**src/rtl/food_map_reader.sv**
```systemverilog
// Food-map reader: full-map pellet count plus optional single-cell lookup.
// Lookup port is built only when FOOD_MAP_READER_QUERY_EN is defined.
module food_map_reader #(
    parameter int MAP_ROWS = 60,
    parameter int MAP_COLS = 80
) (
    input  logic        clk,
    input  logic        rst_n,
    output logic [5:0]  food_addr,
    input  logic [79:0] food_rdata,
    input  logic        scan_start,
    output logic        scan_busy,
    output logic        scan_done,
    output logic [12:0] food_count,
    output logic        level_clear,
    input  logic        query_valid,
    input  logic [6:0]  query_x,
    input  logic [5:0]  query_y,
    output logic        query_ready,
    output logic        resp_valid,
    output logic        resp_food
);

    localparam logic [5:0] LAST_ROW = 6'(MAP_ROWS - 1);

    typedef enum logic [2:0] {
        IDLE,
        SCAN,
        DRAIN,
        DONE
`ifdef FOOD_MAP_READER_QUERY_EN
        , QWAIT,
        QRESP
`endif
    } state_t;

    state_t      state_reg;
    logic [5:0]  addr_reg;
    logic        busy_reg;
    logic        done_reg;
    logic [12:0] count_reg;
    logic        clear_reg;
    logic [12:0] acc_reg;
    logic [1:0]  row_pipe_reg;
    logic        drain_reg;
    logic        pend_reg;
    logic        resp_valid_reg;
    logic        resp_food_reg;

    logic [79:0] row_bits;
    logic [12:0] row_count;
    logic        start_req;
    logic        issue_row;

    // Columns at or above MAP_COLS never contribute to the count.
    genvar gi;
    generate
        for (gi = 0; gi < 80; gi++) begin : g_col_mask
            assign row_bits[gi] = (gi < MAP_COLS) ? food_rdata[gi] : 1'b0;
        end
    endgenerate

    always_comb begin
        row_count = '0;
        for (int i = 0; i < 80; i++) begin
            row_count = row_count + 13'(row_bits[i]);
        end
    end

    assign start_req = scan_start || pend_reg;
    // A row address is issued on the acceptance edge and on every SCAN increment.
    assign issue_row = ((state_reg == IDLE) && start_req) ||
                       ((state_reg == SCAN) && (addr_reg != LAST_ROW));

`ifdef FOOD_MAP_READER_QUERY_EN
    localparam logic [6:0] COL_LIMIT = 7'(MAP_COLS);
    localparam logic [5:0] ROW_LIMIT = 6'(MAP_ROWS);

    logic [6:0] qx_reg;
    logic       oor_reg;

    assign query_ready = rst_n && (state_reg == IDLE) && !start_req;
`else
    assign query_ready = 1'b0;
    wire unused_query = &{1'b0, query_valid, query_x, query_y};
`endif

    always_ff @(posedge clk) begin
        if (!rst_n) begin
            state_reg      <= IDLE;
            addr_reg       <= '0;
            busy_reg       <= 1'b0;
            done_reg       <= 1'b0;
            count_reg      <= '0;
            clear_reg      <= 1'b0;
            acc_reg        <= '0;
            row_pipe_reg   <= '0;
            drain_reg      <= 1'b0;
            pend_reg       <= 1'b0;
            resp_valid_reg <= 1'b0;
            resp_food_reg  <= 1'b0;
`ifdef FOOD_MAP_READER_QUERY_EN
            qx_reg         <= '0;
            oor_reg        <= 1'b0;
`endif
        end else begin
            done_reg       <= 1'b0;
            resp_valid_reg <= 1'b0;
            // Read data for a row lands two edges after its address edge.
            row_pipe_reg   <= {row_pipe_reg[0], issue_row};
            if (row_pipe_reg[1]) begin
                acc_reg <= acc_reg + row_count;
            end

            case (state_reg)
                IDLE: begin
                    if (start_req) begin
                        state_reg <= SCAN;
                        busy_reg  <= 1'b1;
                        addr_reg  <= '0;
                        acc_reg   <= '0;
                        pend_reg  <= 1'b0;
                    end
`ifdef FOOD_MAP_READER_QUERY_EN
                    else if (query_valid && query_ready) begin
                        qx_reg    <= query_x;
                        oor_reg   <= (query_x >= COL_LIMIT) || (query_y >= ROW_LIMIT);
                        addr_reg  <= query_y;
                        state_reg <= QWAIT;
                    end
`endif
                end
                SCAN: begin
                    if (addr_reg == LAST_ROW) begin
                        state_reg <= DRAIN;
                        drain_reg <= 1'b0;
                    end else begin
                        addr_reg <= addr_reg + 6'd1;
                    end
                end
                DRAIN: begin
                    if (drain_reg) begin
                        count_reg <= acc_reg;
                        clear_reg <= (acc_reg == 13'd0);
                        done_reg  <= 1'b1;
                        busy_reg  <= 1'b0;
                        state_reg <= DONE;
                    end else begin
                        drain_reg <= 1'b1;
                    end
                end
                DONE: begin
                    state_reg <= IDLE;
                end
`ifdef FOOD_MAP_READER_QUERY_EN
                QWAIT: begin
                    if (scan_start) pend_reg <= 1'b1;
                    state_reg <= QRESP;
                end
                QRESP: begin
                    if (scan_start) pend_reg <= 1'b1;
                    resp_valid_reg <= 1'b1;
                    resp_food_reg  <= !oor_reg && food_rdata[qx_reg];
                    state_reg      <= IDLE;
                end
`endif
                default: begin
                    state_reg <= IDLE;
                end
            endcase
        end
    end

    assign food_addr   = addr_reg;
    assign scan_busy   = busy_reg;
    assign scan_done   = done_reg;
    assign food_count  = count_reg;
    assign level_clear = clear_reg;
    assign resp_valid  = resp_valid_reg;
    assign resp_food   = resp_food_reg;

endmodule

```
**config.mk**
```make
export PLATFORM = sky130hd
export DESIGN_NAME = food_map_reader
export DESIGN_NICKNAME = d
export VERILOG_FILES = /design/src/rtl/food_map_reader.sv
export SDC_FILE = /design/constraint.sdc
export NUM_CORES = 1
export LEC_CHECK = 0
export BUFFER_PORTS_ARGS = -buffer_cell sky130_fd_sc_hd__buf_2
export CAP_MARGIN = 25
export CELL_PAD_IN_SITES_DETAIL_PLACEMENT = 1
export CELL_PAD_IN_SITES_GLOBAL_PLACEMENT = 1
export CORE_ASPECT_RATIO = 1.5
export CORE_MARGIN = 2
export CORE_UTILIZATION = 40
export CTS_CLUSTER_DIAMETER = 100
export DETAILED_ROUTE_END_ITERATION = 8
export GPL_ROUTABILITY_DRIVEN = 1
export GPL_TIMING_DRIVEN = 0
export PLACE_DENSITY = 0.87
export SLEW_MARGIN = 20
export SYNTH_ARGS = -nofsm -noshare
export SYNTH_HDL_FRONTEND = slang
export SYNTH_SLANG_ARGS = --single-unit
```
**constraint.sdc**
```tcl
create_clock -name clk -period 9.9 [get_ports clk]
set_clock_uncertainty 0.1 [all_clocks]
set_input_delay 2.97 -clock clk [delete_from_list [all_inputs] [get_ports clk]]
set_output_delay 2.97 -clock clk [all_outputs]
set_load 0.02 [all_outputs]
```
==> flow_metrics.py <==
metrics = {
    "outcome": {
        "outcome": "complete, no violations",
    },
    "sta": {
        "clock.fmax_ghz": 0.1098,
        "min_period_over_period_pct": 91.98,
        "max-slew-margin-rel_pct": 60.77,
        "drv_slew": 0,
        "worst_pin_slew_ns": 0.5823,
        "rsz0062_at_grt": "no",
        "hold_viol": 0,
        "period_minus_slack_ns": 9.106,
        "setup_tns_ns": 0,
        "setup_viol": 0,
    },
    "floorplan": {
        "die_height_um": 129.2,
        "coreArea_um2": 10130,
        "fp-row-count": 45,
        "die_x_um": 87.47,
        "start_util_pct": 41.25,
        "ioPinCount": 122,
        "die-area_um2": 11300,
    },
    "synth": {
        "syn_area_um2": 4180,
        "postSynthCellCount": 449,
        "syn_avg_cell_area_um2": 9.310,
        "synth_cell_types": 45,
        "yosys_warnings": 0,
        "ys_ff_latch": 40,
        "ys_seq_area_share_pct": 19.16,
    },
    "global_route": {
        "grt.overflow.total": 0,
        "grt_pass1_vias": 3964,
        "grt_pass1_wl_um": 16970,
        "grtUsageTotal_pct": 19.00,
        "antenna_found_initial": 0,
        "grt_max_degree": 12,
    },
    "clock_network": {
        "clk_path_buf_depth": 2,
        "cts_tree": "built",
        "path_clk_slew_ns": 0.06,
        "clock_sinks": 40,
        "cts_root_buf": "clkbuf_16",
        "cts_max_level": 2,
        "cts_made_buffers": 5,
        "cts_hold_buf": 0,
        "postCtsSetupRepairBufs": 0,
        "clk_latency_ns": 0.28,
        "cts_resized": 0,
    },
    "placed_design": {
        "port_buffers": 104,
        "hpwl_um": 9112,
        "gp_congestion": 0.8430,
    },
    "hold_path": {
        "min_from": "row_pipe_reg[0]",
        "min_delay_path_depth": 1,
        "holdCritPathClass": "register to register",
    },
    "layout": {
        "insertedDiodeCount": 0,
        "final_cell_mix": "121 x inv_1, 106 x buf_2, 72 x fa_1, 43 x nand2_1, 40 x dfxtp_1",
        "nets": 763,
        "drive_above_1_share_pct": 22.38,
        "layout_commonest_cell": "inv_1",
        "area_growth_pct": 19.63,
        "fillCellCount": 1238,
    },
    "worst_setup_path": {
        "end_kind": "register",
        "worst_r2r_path_depth": 15,
        "reg2reg_slack_ns": 3.66,
        "critical_path_required_ns": 10.02,
        "cp.arrival_ns": 9.23,
        "path_max_fanout": 5,
        "worst-setup-path-type": "primary input to register",
        "startpoint": "food_rdata[35]",
        "timing.rr.start": "acc_reg[0]",
        "worstSetupStartpointType": "primary input",
    },
    "drt": {
        "drt-vias-per-instance": 5.009,
        "firstDrtPassIters": 4,
        "routed_wl_um": 10000,
        "post_drt_wl_per_cell_um": 14.71,
        "dr_total_vias": 3406,
        "route.detailed.drc": 0,
        "ant_nets": 0,
        "initialDrtViolationCount": 66,
    },
    "flow_run": {
        "maxCapViolCount": 0,
    },
}
==> worst max-delay path, stage by stage <==
cell and delay, ns:
buf_2 0.08, inv_1 0.05, fa_1 0.54, inv_1 0.06
fa_1 0.52, inv_1 0.05, fa_1 0.48, inv_1 0.05
fa_1 0.47, inv_1 0.06, fa_1 0.48, fa_1 0.49
fa_1 0.54, fa_1 0.42, fa_1 0.43, fa_1 0.43
nand2b_1 0.20, a21oi_2 0.21, o211ai_2 0.17, or4_1 0.42
nand3_1 0.10
==> cells in the mapped netlist, drive strengths merged <==
master	instances	share of area [%]
a2111oi	1	0.21
a211oi	3	0.54
a21bo	1	0.24
a21boi	16	2.9
a21o	1	0.21
a21oi	12	1.5
a31oi	3	0.60
a41oi	1	0.21
and2	4	0.60
and2b	1	0.21
and3	2	0.30
and4b	1	0.24
buf	6	1.0
clkbuf	5	0.48
conb	1	0.090
dfxtp	40	19
fa	72	34
ha	32	9.6
inv	121	11
mux2	1	0.27
mux2i	5	1.2
nand2	43	3.9
nand2b	8	1.2
nand3	14	1.7
nand4	4	0.60
nor2	10	0.90
nor2b	5	0.81
nor3	2	0.24
nor4	3	0.45
o2111ai	2	0.42
o211ai	3	0.78
o21ai	13	1.6
o311a	1	0.24
or3	1	0.15
or4	3	0.54
xnor2	4	0.84
xor2	4	0.84
==> logic make-up (layout without fill, tap and decap cells) <==
group,Yosys count,after routing,share of synthesized area [%]
buf+inv,132,244,12.39
mux,6,6,1.467
xor+xnor,8,8,1.676
other cells,1,3,0.08971
compound gates,57,57,9.398
fa+ha+maj,104,104,44.06
flops,40,40,19.16
simple gates,101,101,11.76
==> final cells by class <==
cell class              instances  area, µm²  share of cell area, %
multi-input cells             279       2869                  57.37
flip-flops and latches         40      800.8                  16.01
repair buffers                104      520.5                  10.41
plain buffers                  11      63.81                  1.276
inverters                     121      454.2                  9.082
well taps                     117      146.4                  2.927
clock buffers                   8      146.4                  2.927
==> stage by stage <==
stage | std cells | util (%) | hold slack (ns) | instance area [µm²] | worst slack [ns]
detailed placement | 672 | 47.90 | 0.3457 | 4855 | 0.4827
CTS | 680 | 49.35 | 0.3500 | 5001 | 0.7463
global placement | 672 | 47.90 | 0.3287 | 4855 | 0.6223
finish | 680 | 49.35 | 0.3465 | 5001 | 0.7937
floorplan | 451 | - | 0.3119 | 4188 | 0.9965
global route | 680 | 49.35 | 0.3711 | 5001 | 0.5406
==> per-layer routing <==
| metal | GRT usage [%] | vias to the layer above | wire length [µm] |
|---|---|---|---|
| met1 | 17.26 | 1675 | 3278 |
| li1 | - | 1599 | - |
| met4 | 8.688 | 0 | 384 |
| met5 | 0 | - | 0 |
| met3 | 2.675 | 30 | 367 |
| met2 | 39.26 | 102 | 5974 |
==> path summary, 6_finish.rpt <==
path	to
worst max register to register	acc_reg[12]
worst min-delay path	row_pipe_reg[1]
worst max-delay path	acc_reg[12]
worst min register to register	row_pipe_reg[1]
Power is not shown: default switching activity piles up to over one toggle a cycle in this logic, so the estimate is an artifact.
